===== config.mk =====
export PLATFORM = sky130hd
export DESIGN_NAME = memory_bus_arbiter
export DESIGN_NICKNAME = d
export VERILOG_FILES = /design/src/rtl/bus_arb_pkg.sv /design/src/rtl/memory_bus_arbiter_rr_pick3.sv /design/src/rtl/memory_bus_arbiter.sv
export SDC_FILE = /design/constraint.sdc
export NUM_CORES = 1
export LEC_CHECK = 0
export CAP_MARGIN = 20
export CORE_MARGIN = 5
export CORE_UTILIZATION = 40
export DETAILED_ROUTE_END_ITERATION = 8
export GPL_TIMING_DRIVEN = 0
export PLACE_DENSITY = 0.8
export SETUP_SLACK_MARGIN = 0.4
export SLEW_MARGIN = 10
export SYNTH_ARGS = -nofsm -noshare
export SYNTH_HDL_FRONTEND = slang
export SYNTH_HIERARCHICAL = 1
export SYNTH_SLANG_ARGS = --single-unit

===== constraint.sdc =====
create_clock -name clk -period 3.35 [get_ports clk]
set_clock_uncertainty 0.2 [all_clocks]
set_input_delay 0.67 -clock clk [delete_from_list [all_inputs] [get_ports clk]]
set_output_delay 0.67 -clock clk [all_outputs]
set_load 0.005 [all_outputs]

===== src/rtl/bus_arb_pkg.sv =====
// Shared types and helpers for the memory bus arbiter.
package bus_arb_pkg;

   typedef enum logic [1:0] {
      IDLE   = 2'd0,
      ACTIVE = 2'd1,
      RESP   = 2'd2
   } arb_state_t;

   typedef logic [1:0] grant_t;

   localparam grant_t GNT_NONE   = 2'd0;
   localparam grant_t GNT_ICACHE = 2'd1;
   localparam grant_t GNT_DCACHE = 2'd2;
   localparam grant_t GNT_PERIPH = 2'd3;

   // Width of the watchdog counter; never below one bit so the counter
   // still exists when the watchdog is disabled (timeout_cycles == 0).
   function automatic int timeout_cnt_width(input int timeout_cycles);
      return (timeout_cycles < 1) ? 1 : $clog2(timeout_cycles + 1);
   endfunction

endpackage


===== src/rtl/memory_bus_arbiter_rr_pick3.sv =====
// Three-way round-robin selector: the search starts just after the
// requester that owned the bus last.
module rr_pick3
   import bus_arb_pkg::*;
(
   input  logic [2:0] req_i,    // bit 0 icache, bit 1 dcache, bit 2 periph
   input  grant_t     last_i,
   output grant_t     winner_o
);

   // Rotated fixed-priority search selected by the previous owner.
   always_comb begin
      // NOTE: default assigned first so every path drives winner_o and no latch is inferred.
      winner_o = GNT_NONE;
      case (last_i)
         GNT_ICACHE: begin
            if      (req_i[1]) winner_o = GNT_DCACHE;
            else if (req_i[2]) winner_o = GNT_PERIPH;
            else if (req_i[0]) winner_o = GNT_ICACHE;
         end
         GNT_DCACHE: begin
            if      (req_i[2]) winner_o = GNT_PERIPH;
            else if (req_i[0]) winner_o = GNT_ICACHE;
            else if (req_i[1]) winner_o = GNT_DCACHE;
         end
         default: begin
            if      (req_i[0]) winner_o = GNT_ICACHE;
            else if (req_i[1]) winner_o = GNT_DCACHE;
            else if (req_i[2]) winner_o = GNT_PERIPH;
         end
      endcase
   end

endmodule


===== src/rtl/memory_bus_arbiter.sv =====
// Registered round-robin arbiter sharing one Wishbone-style bus between the
// I-cache, D-cache and uncached peripheral ports, one transaction at a time,
// with a watchdog that aborts a transaction the bus never acknowledges.
module memory_bus_arbiter
   import bus_arb_pkg::*;
#(
   parameter int ADDR_WIDTH     = 32,
   parameter int DATA_WIDTH     = 32,
   parameter int TIMEOUT_CYCLES = 1024
) (
   input  logic                  clk,
   input  logic                  rst_n,
   input  logic                  icache_req_i,
   input  logic [ADDR_WIDTH-1:0] icache_addr_i,
   output logic                  icache_rsp_o,
   input  logic                  dcache_req_i,
   input  logic                  dcache_we_i,
   input  logic [ADDR_WIDTH-1:0] dcache_addr_i,
   input  logic [DATA_WIDTH-1:0] dcache_wdata_i,
   output logic                  dcache_rsp_o,
   input  logic                  periph_req_i,
   input  logic                  periph_we_i,
   input  logic [ADDR_WIDTH-1:0] periph_addr_i,
   input  logic [DATA_WIDTH-1:0] periph_wdata_i,
   output logic                  periph_rsp_o,
   output logic [DATA_WIDTH-1:0] rdata_o,
   output logic                  err_o,
   output logic                  cyc_o,
   output logic                  stb_o,
   output logic                  we_o,
   output logic [ADDR_WIDTH-1:0] addr_o,
   output logic [DATA_WIDTH-1:0] data_o,
   input  logic                  ack_i,
   input  logic [DATA_WIDTH-1:0] data_i,
   output logic [1:0]            grant_o
);

   localparam int                CNT_W  = timeout_cnt_width(TIMEOUT_CYCLES);
   localparam logic [CNT_W-1:0] TO_MAX = CNT_W'(TIMEOUT_CYCLES);

   arb_state_t            state_q, state_d;
   grant_t                grant_q, grant_d;
   grant_t                last_q,  last_d;
   logic [ADDR_WIDTH-1:0] addr_q,  addr_d;
   logic [DATA_WIDTH-1:0] data_q,  data_d;
   logic                  we_q,    we_d;
   logic [DATA_WIDTH-1:0] rdata_q, rdata_d;
   logic                  err_q,   err_d;
   logic [CNT_W-1:0]      cnt_q,   cnt_d;

   logic [2:0] req;
   grant_t     winner;
   logic       timeout_hit;

   assign req         = {periph_req_i, dcache_req_i, icache_req_i};
   assign timeout_hit = (TIMEOUT_CYCLES != 0) && (cnt_q == TO_MAX);

   rr_pick3 u_rr_pick3 (
      .req_i    (req),
      .last_i   (last_q),
      .winner_o (winner)
   );

   // Next-state logic: grant in IDLE, wait for ack or timeout in ACTIVE,
   // hand the response back and advance the pointer in RESP.
   always_comb begin
      state_d = state_q;
      grant_d = grant_q;
      last_d  = last_q;
      addr_d  = addr_q;
      data_d  = data_q;
      we_d    = we_q;
      rdata_d = rdata_q;
      err_d   = err_q;
      cnt_d   = cnt_q;
      case (state_q)
         IDLE: begin
            if (|req) begin
               grant_d = winner;
               cnt_d   = '0;
               state_d = ACTIVE;
               case (winner)
                  GNT_ICACHE: begin
                     addr_d = icache_addr_i;
                     data_d = '0;
                     we_d   = 1'b0;
                  end
                  GNT_DCACHE: begin
                     addr_d = dcache_addr_i;
                     data_d = dcache_wdata_i;
                     we_d   = dcache_we_i;
                  end
                  default: begin
                     addr_d = periph_addr_i;
                     data_d = periph_wdata_i;
                     we_d   = periph_we_i;
                  end
               endcase
            end
         end
         ACTIVE: begin
            // ack has priority over a timeout landing in the same cycle.
            if (ack_i) begin
               rdata_d = data_i;
               err_d   = 1'b0;
               state_d = RESP;
            end else if (timeout_hit) begin
               rdata_d = '0;
               err_d   = 1'b1;
               state_d = RESP;
            end else if (TIMEOUT_CYCLES != 0) begin
               cnt_d = cnt_q + CNT_W'(1);
            end
         end
         RESP: begin
            last_d  = grant_q;
            grant_d = GNT_NONE;
            state_d = IDLE;
         end
         default: state_d = IDLE;
      endcase
   end

   // State and bus registers; reset parks the pointer on periph so icache wins first.
   always_ff @(posedge clk or negedge rst_n) begin
      if (!rst_n) begin
         state_q <= IDLE;
         grant_q <= GNT_NONE;
         last_q  <= GNT_PERIPH;
         addr_q  <= '0;
         data_q  <= '0;
         we_q    <= 1'b0;
         rdata_q <= '0;
         err_q   <= 1'b0;
         cnt_q   <= '0;
      end else begin
         // NOTE: non-blocking assignments so every register samples the pre-edge values.
         state_q <= state_d;
         grant_q <= grant_d;
         last_q  <= last_d;
         addr_q  <= addr_d;
         data_q  <= data_d;
         we_q    <= we_d;
         rdata_q <= rdata_d;
         err_q   <= err_d;
         cnt_q   <= cnt_d;
      end
   end

   assign cyc_o        = (state_q == ACTIVE);
   assign stb_o        = cyc_o;
   assign we_o         = we_q;
   assign addr_o       = addr_q;
   assign data_o       = data_q;
   assign rdata_o      = rdata_q;
   assign err_o        = err_q;
   assign grant_o      = grant_q;
   assign icache_rsp_o = (state_q == RESP) && (grant_q == GNT_ICACHE);
   assign dcache_rsp_o = (state_q == RESP) && (grant_q == GNT_DCACHE);
   assign periph_rsp_o = (state_q == RESP) && (grant_q == GNT_PERIPH);

endmodule


Yosys cells after proc, flatten, opt, wreduce, memory -nomap -nowiden
Cells that the tools add are included.
Widths: inputs -> output; s select.
{"block": "totals", "elab_cells": 64, "output_inout_bits": 105, "input_bits": 200, "regBits": 115}
{"block": "classes", "eq_ne": 14, "n_reduce_logical": 13, "n_mux": 27, "add_sub_neg": 1}
{"operator": "$pmux 32 s2", "n": 2}
{"operator": "$mux 32", "n": 2}
{"operator": "$mux 11", "n": 3}
{"operator": "$mux 2", "n": 12}
{"operator": "$pmux 11 s2", "n": 1}
{"operator": "$pmux 2 s2", "n": 3}
{"operator": "$add 11x1->11 const B", "n": 1}
{"operator": "$eq 11x11->1 const B", "n": 1}
{"operator": "$eq 2x2->1 const B", "n": 5}
{"operator": "$eq 2x1->1 const B", "n": 4}
{"operator": "$reduce_and 2->1", "n": 4}
{"operator": "$ne 2x2->1 const B", "n": 3}
{"operator": "$reduce_bool 2->1", "n": 3}
{"operator": "$reduce_and 4->1", "n": 1}
{"operator": "$logic_and 1x1->1", "n": 3}
{"operator": "$mux 1", "n": 3}
{"operator": "$ne 3x1->1 const B", "n": 1}
{"operator": "$reduce_or 3->1", "n": 1}
{"operator": "$logic_not 2->1", "n": 1}
{"operator": "$pmux 1 s2", "n": 1}

Logic depth before layout (Yosys ltp)
{"block": "depth", "word_depth": 6, "depth_mapped": 11, "depth_no_buf": 10}

By module
The synthesis kept the hierarchy.
{"module": "memory_bus_arbiter", "cells_each": 552, "n_inst": 1, "seq_area_each_um2": 2880.3, "area_per_inst_um2": 5720.5}
{"module": "rr_pick3", "cells_each": 11, "n_inst": 1, "seq_area_each_um2": 0.0, "area_per_inst_um2": 82.6}

Worst setup path before layout
OpenSTA, ideal clock, no wires.
{"block": "synth_path", "kind": "register -> register", "startpoint": "register last_q[0]", "endpoint": "register data_q[11], in the netlist data_o[11]", "n_path_buf": 3, "arrival_ps": 2585, "stages_incl_launch_ff": 12, "setup_slack_ps": 482, "t_required_ps": 3067, "synth_period_minus_slack_ps": 2868, "setup_time_ps": 83, "path_cell_list": "dfstp_2 inv_1 ha_1 mux2i_1 a211oi_2 inv_1 ha_1 buf_2 buf_1 clkbuf_1 a22oi_1 o21ai_0"}
{"block": "synth_between", "elab_chain_len": 4, "elab_cells_between_ends": 6, "classes_between": "eq/ne (4); mux (2)"}
{"element": "start, declared", "line": "memory_bus_arbiter.sv:43", "text": "grant_t last_q, last_d;"}
{"element": "start signal, assigned", "line": "memory_bus_arbiter.sv:140", "text": "last_q <= last_d;"}
{"element": "$eq 2x2->1 / $eq 2x1->1 (equally long branches)", "line": "memory_bus_arbiter_rr_pick3.sv:15", "text": "case (last_i)"}
{"element": "$pmux 2 s2 *", "line": "memory_bus_arbiter_rr_pick3.sv:15"}
{"element": "via winner[0]", "line": "memory_bus_arbiter.sv:52", "text": "grant_t winner;"}
{"element": "$eq 2x2->1 / $eq 2x1->1 (equally long branches)", "line": "memory_bus_arbiter.sv:82", "text": "case (winner)"}
{"element": "$pmux 32 s2 *", "line": "memory_bus_arbiter.sv:82"}
{"element": "end signal, assigned", "line": "memory_bus_arbiter.sv:142", "text": "data_q <= data_d;"}
{"element": "end, declared", "line": "memory_bus_arbiter.sv:45", "text": "logic [DATA_WIDTH-1:0] data_q, data_d;"}
The timed path passes the listed nets; every way through them passes the cells marked *.
A chain may end at the register's enable or synchronous reset.

Worst setup path after layout
{"block": "layout_path", "startpoint": "register last_q[0]", "endpoint": "register addr_q[28], in the netlist addr_o[28]"}
{"block": "layout_between", "elab_chain_len": 4, "elab_cells_between_ends": 6, "classes_between": "eq/ne (4); mux (2)"}
{"element": "$eq 2x2->1 / $eq 2x1->1 (equally long branches)", "line": "memory_bus_arbiter_rr_pick3.sv:15"}
{"element": "$pmux 2 s2 *", "line": "memory_bus_arbiter_rr_pick3.sv:15"}
{"element": "via winner[0]", "line": "memory_bus_arbiter.sv:52"}
{"element": "$eq 2x2->1 / $eq 2x1->1 (equally long branches)", "line": "memory_bus_arbiter.sv:82"}
{"element": "$pmux 32 s2 *", "line": "memory_bus_arbiter.sv:82"}
{"element": "end signal, assigned", "line": "memory_bus_arbiter.sv:141", "text": "addr_q <= addr_d;"}
{"element": "end, declared", "line": "memory_bus_arbiter.sv:44", "text": "logic [ADDR_WIDTH-1:0] addr_q, addr_d;"}
Marks and branches as above.

==> impl_summary.md <==
Synth
During synthesis, Yosys emitted a total of 6 warnings. The fraction of post-synthesis cell area in the top cell type by area is 48.73%. Of all cell types, the one taking the most synthesized area is sky130_fd_sc_hd__dfrtp_1.

Counting distinct cell types in the post-synthesis netlist gives 45. Ranked by total cell area, the synthesized netlist is headed by sky130_fd_sc_hd__dfrtp_1 (49%), sky130_fd_sc_hd__mux2_2 (8.5%), sky130_fd_sc_hd__o21ai_0 (8.4%). The net count of the mapped netlist is 769.

In this run, synthesis produced a sequential element count of 115. The post-synthesis instance area is 0.005803 mm2. The average instance in the mapped netlist occupies 10.31 um2. The sequential-to-total area share from yosys stat is 49.63%.

Synthesis produced 563 cells.

STA
Setup repair after global routing could not meet its margin everywhere. Setup slack closes at 472.2 ps. The count of final max-slew check failures is 0. The count of endpoints failing setup in the final report is 0. Subtracting the final worst setup slack from the clock period gives 2878 ps. Adding up every negative setup slack in the final design gives 0 ps.

The timing-limited maximum frequency is 347.5 MHz. The worst pin sits at a relative slew slack of 56.63%. The worst path uses 85.90% of the clock period. For the pin with the worst max-slew slack, the measured transition is 645.6 ps.

The final hold violation count is 6. The smallest hold slack is -16.12 ps.

Routing
The DRC violations left is 0. The wire length the detailed router placed on met1 is 7957 um. After the first detailed-routing iteration, the DRC count stood at 343. Dividing the detail-routed wire length by the instance count gives 19.36 um. The top metal layer carrying routed signals is met4. The final antenna-violating net count is 0. The first TritonRoute pass finished after 5 iterations.

Dividing the detail-routed via count by the number of cells gives 5.387. The final route contains 5856 vias. Detailed routing placed a total of 1618 um of wire on met3. The met2 layer wire length in the routed design is 10870 um. The routed design has 21050 um of wire.

Outcome
The run finished, with violations left. The checks that failed: hold timing.

Global route
The aggregate global routing overflow is 0. The number of antenna violations at the first check in global routing was 0. The first global-routing pass estimated 31200 um of wire. The via count of the first global-routing pass is 5845.

The global-route total usage across every layer is 24.12%. The maximum number of pins on one net before global-route repair is 68.

Place
The final RePlAce weighted congestion is 0.8678. Detailed placement finished with a half-perimeter wire length of 16190 um. The count of buffers from port buffering is 304.

The post-placement setup slack is -617.7 ps.

Setup path
In this run the worst path has a maximum fanout of 10. The kind of end point of the critical path is a register. The startpoint of the worst-slack reg-to-reg timing path is last_q[0]. STA classifies the critical path startpoint as a register.

The worst register-to-register path has a setup slack of 470 ps. The worst register-to-register path ends at addr_o[28]. Data on the critical path arrives at its endpoint at 2960 ps.

For the worst setup path, the data required time is 3430 ps. The kind of critical path is register to register. The logic depth of the worst register-to-register path is 11.

Clocking
The CTS tree is done. In this run the number of H-tree levels came out at 4. The number of buffers created by CTS is 17.

The cell chosen for the clock root is sky130_fd_sc_hd__clkbuf_16. The clock-pin transition on the worst setup and hold timing paths is 60 ps. The longest clock path from root to sink contains 2 buffers. The clock latency at the later pin of the worst-skew pair is 410 ps. The clock drives 115 sinks.

Die
The die width is 130.4 um. The die covers 0.01702 mm2. The total area inside the core boundary comes to 0.01437 mm2.

The total number of placement rows is 44. The height of the die is 130.4 um. For this configuration, the core starts out at a cell density of 40.39%. 305 I/O pins were placed.

Cells and area
The share of the core filled with cells is 68.93%. In the final layout, the share of cells above drive strength 1 is 15.06%. The net total in the final layout is 1096.

The number of antenna diodes in the final layout is 0. The area added between synthesis and finish is 70.68%.

Power and ir drop
Dividing total power by cell area gives a power density of 978.6 mW/mm2. In this run the static leakage power is 4.182 nW. The worst-case IR drop observed on VDD is 586.5 uV.

Hold path
The path class of the tightest hold or removal check is input port to async pin.

Job
Across the run, the number of max-cap violations was 0.
flip-flops by register name, summed over array words and instances (netlist names):
signal   count
last_q       2
rdata_o     32
state_q      2
grant_o      2
cnt_q       11
err_o        1
we_o         1
data_o      32
addr_o      32
critical path, cell delays in order (launching register included):
cell and delay [ps]:
sky130_fd_sc_hd__dfstp_2 550, sky130_fd_sc_hd__inv_1 40, sky130_fd_sc_hd__ha_1 330, sky130_fd_sc_hd__mux2i_1 150
sky130_fd_sc_hd__a211oi_2 280, sky130_fd_sc_hd__inv_1 130, sky130_fd_sc_hd__ha_4 180, sky130_fd_sc_hd__buf_6 150
sky130_fd_sc_hd__buf_4 180, sky130_fd_sc_hd__a22oi_1 180, sky130_fd_sc_hd__o21ai_1 100, sky130_fd_sc_hd__mux2_2 280
area by class of cell:
class | count | area, um2
Inverter | 11 | 41.29
Clock inverter | 12 | 137.6
Multi-Input combinational cell | 389 | 2729
Fill cell | 1107 | 4464
Buffer | 48 | 340.3
Timing Repair Buffer | 308 | 3097
Tap cell | 184 | 230.2
Clock buffer | 20 | 446.7
Sequential cell | 115 | 2883
routing by layer:
metal  track usage [%]  vias up
met1             28.33     2858
met4             9.195        0
met5                 0        -
met2             41.34      223
met3             7.724       35
li1                  -     2740
worst max path at each step:
stage | slack, ps | cells past startpoint | startpoint | end
detailed placement | -620 | 10 | icache_req_i | data_o[31]
global placement | -3140 | 1 | rst_n | addr_o[13]
global route | 360 | 10 | last_q[0] | addr_o[24]
floorplan | 480 | 11 | last_q[0] | data_o[11]
finish | 470 | 11 | last_q[0] | addr_o[28]
CTS | 360 | 11 | last_q[0] | addr_o[10]
report_power, final:
part / switching (W) / internal [W] / total, W / leakage [nW]
Clock: 0.000621 / 0.00118 / 0.00180 / 0.293
Combinational: 0.00256 / 0.00293 / 0.00549 / 2.48
Sequential: 0.000388 / 0.00202 / 0.00240 / 1.41
Total: 0.00357 / 0.00612 / 0.00969 / 4.18
logic make-up after synthesis:
group	count (synthesis)	synth area share, %
adder cells (fa/ha/maj)	6	1.294
AO/OA/AOI/OAI	230	26.43
AND/OR/NAND/NOR	101	8.215
flip-flops	115	49.63
buffers and inverters	59	4.506
multiplexers	52	9.918
cell usage in the layout (no fill, tap or decap), types with 16 or more instances in the layout:
| master | count |
|---|---|
| sky130_fd_sc_hd__clkdlybuf4s50_1 | 302 |
| sky130_fd_sc_hd__a22o_1 | 32 |
| sky130_fd_sc_hd__a21o_1 | 32 |
| sky130_fd_sc_hd__a22oi_1 | 45 |
| sky130_fd_sc_hd__mux2_2 | 44 |
| sky130_fd_sc_hd__nand2_1 | 66 |
| sky130_fd_sc_hd__clkbuf_1 | 16 |
| sky130_fd_sc_hd__o21ai_0 | 94 |
| sky130_fd_sc_hd__dfrtp_1 | 111 |
| sky130_fd_sc_hd__clkbuf_16 | 17 |
Yosys cell counts:
cell                          n
sky130_fd_sc_hd__nor4_1       4
sky130_fd_sc_hd__a21o_1      32
sky130_fd_sc_hd__nand3_1      3
sky130_fd_sc_hd__dfstp_2      2
sky130_fd_sc_hd__nand2_1     66
sky130_fd_sc_hd__nor2b_1      1
sky130_fd_sc_hd__or2_2        2
sky130_fd_sc_hd__buf_6        3
sky130_fd_sc_hd__buf_4        3
sky130_fd_sc_hd__or2b_1       1
sky130_fd_sc_hd__a2bb2oi_1    1
sky130_fd_sc_hd__a22oi_1     53
sky130_fd_sc_hd__nor2_1       4
sky130_fd_sc_hd__a211oi_2     1
sky130_fd_sc_hd__and3b_1      1
sky130_fd_sc_hd__buf_2        5
sky130_fd_sc_hd__ha_1         6
sky130_fd_sc_hd__buf_1        3
sky130_fd_sc_hd__or4_4        1
sky130_fd_sc_hd__o21ai_0     97
sky130_fd_sc_hd__or2_0        1
sky130_fd_sc_hd__mux2i_1      8
sky130_fd_sc_hd__o31ai_1      2
sky130_fd_sc_hd__a22o_1      32
sky130_fd_sc_hd__a21oi_1      5
sky130_fd_sc_hd__o211ai_1     2
sky130_fd_sc_hd__nor3_1       3
sky130_fd_sc_hd__nand2b_1     2
sky130_fd_sc_hd__or3b_1       1
sky130_fd_sc_hd__mux2_2      44
sky130_fd_sc_hd__or3_1        2
sky130_fd_sc_hd__o31ai_2      1
sky130_fd_sc_hd__and2b_1      1
sky130_fd_sc_hd__nand4bb_1    2
sky130_fd_sc_hd__clkbuf_1    34
sky130_fd_sc_hd__dfrtp_1    113
sky130_fd_sc_hd__o31a_4       1
sky130_fd_sc_hd__and3_1       1
sky130_fd_sc_hd__o21bai_1     1
sky130_fd_sc_hd__o311ai_0     1
sky130_fd_sc_hd__nand4_1      1
sky130_fd_sc_hd__nor3b_1      2
sky130_fd_sc_hd__a211oi_1     1
sky130_fd_sc_hd__inv_1       11
sky130_fd_sc_hd__or4_1        2
per-stage QoR:
stage / std cells / total power (W) / hold slack, ps / cell area (um2)
after global placement: 1051 / 0.007356 / 265.3 / 9076
after floorplan: 563 / 0.005046 / 174.4 / 5803
final: 1087 / 0.009693 / -16.12 / 9905
after CTS: 1086 / 0.009535 / 0.2870 / 9798
after global routing: 1087 / 0.01036 / 11.11 / 9905
after detailed placement: 1052 / 0.007485 / 269.7 / 9105
what timing repair did:
item                       in CTS  in global routing
setup endpoints to repair      67                 63
hold buffers                    0                  0
gates resized for setup        41                 51
pin swaps                       1                  2
buffers inserted                2                  1
(Power assumes the default switching activity.)
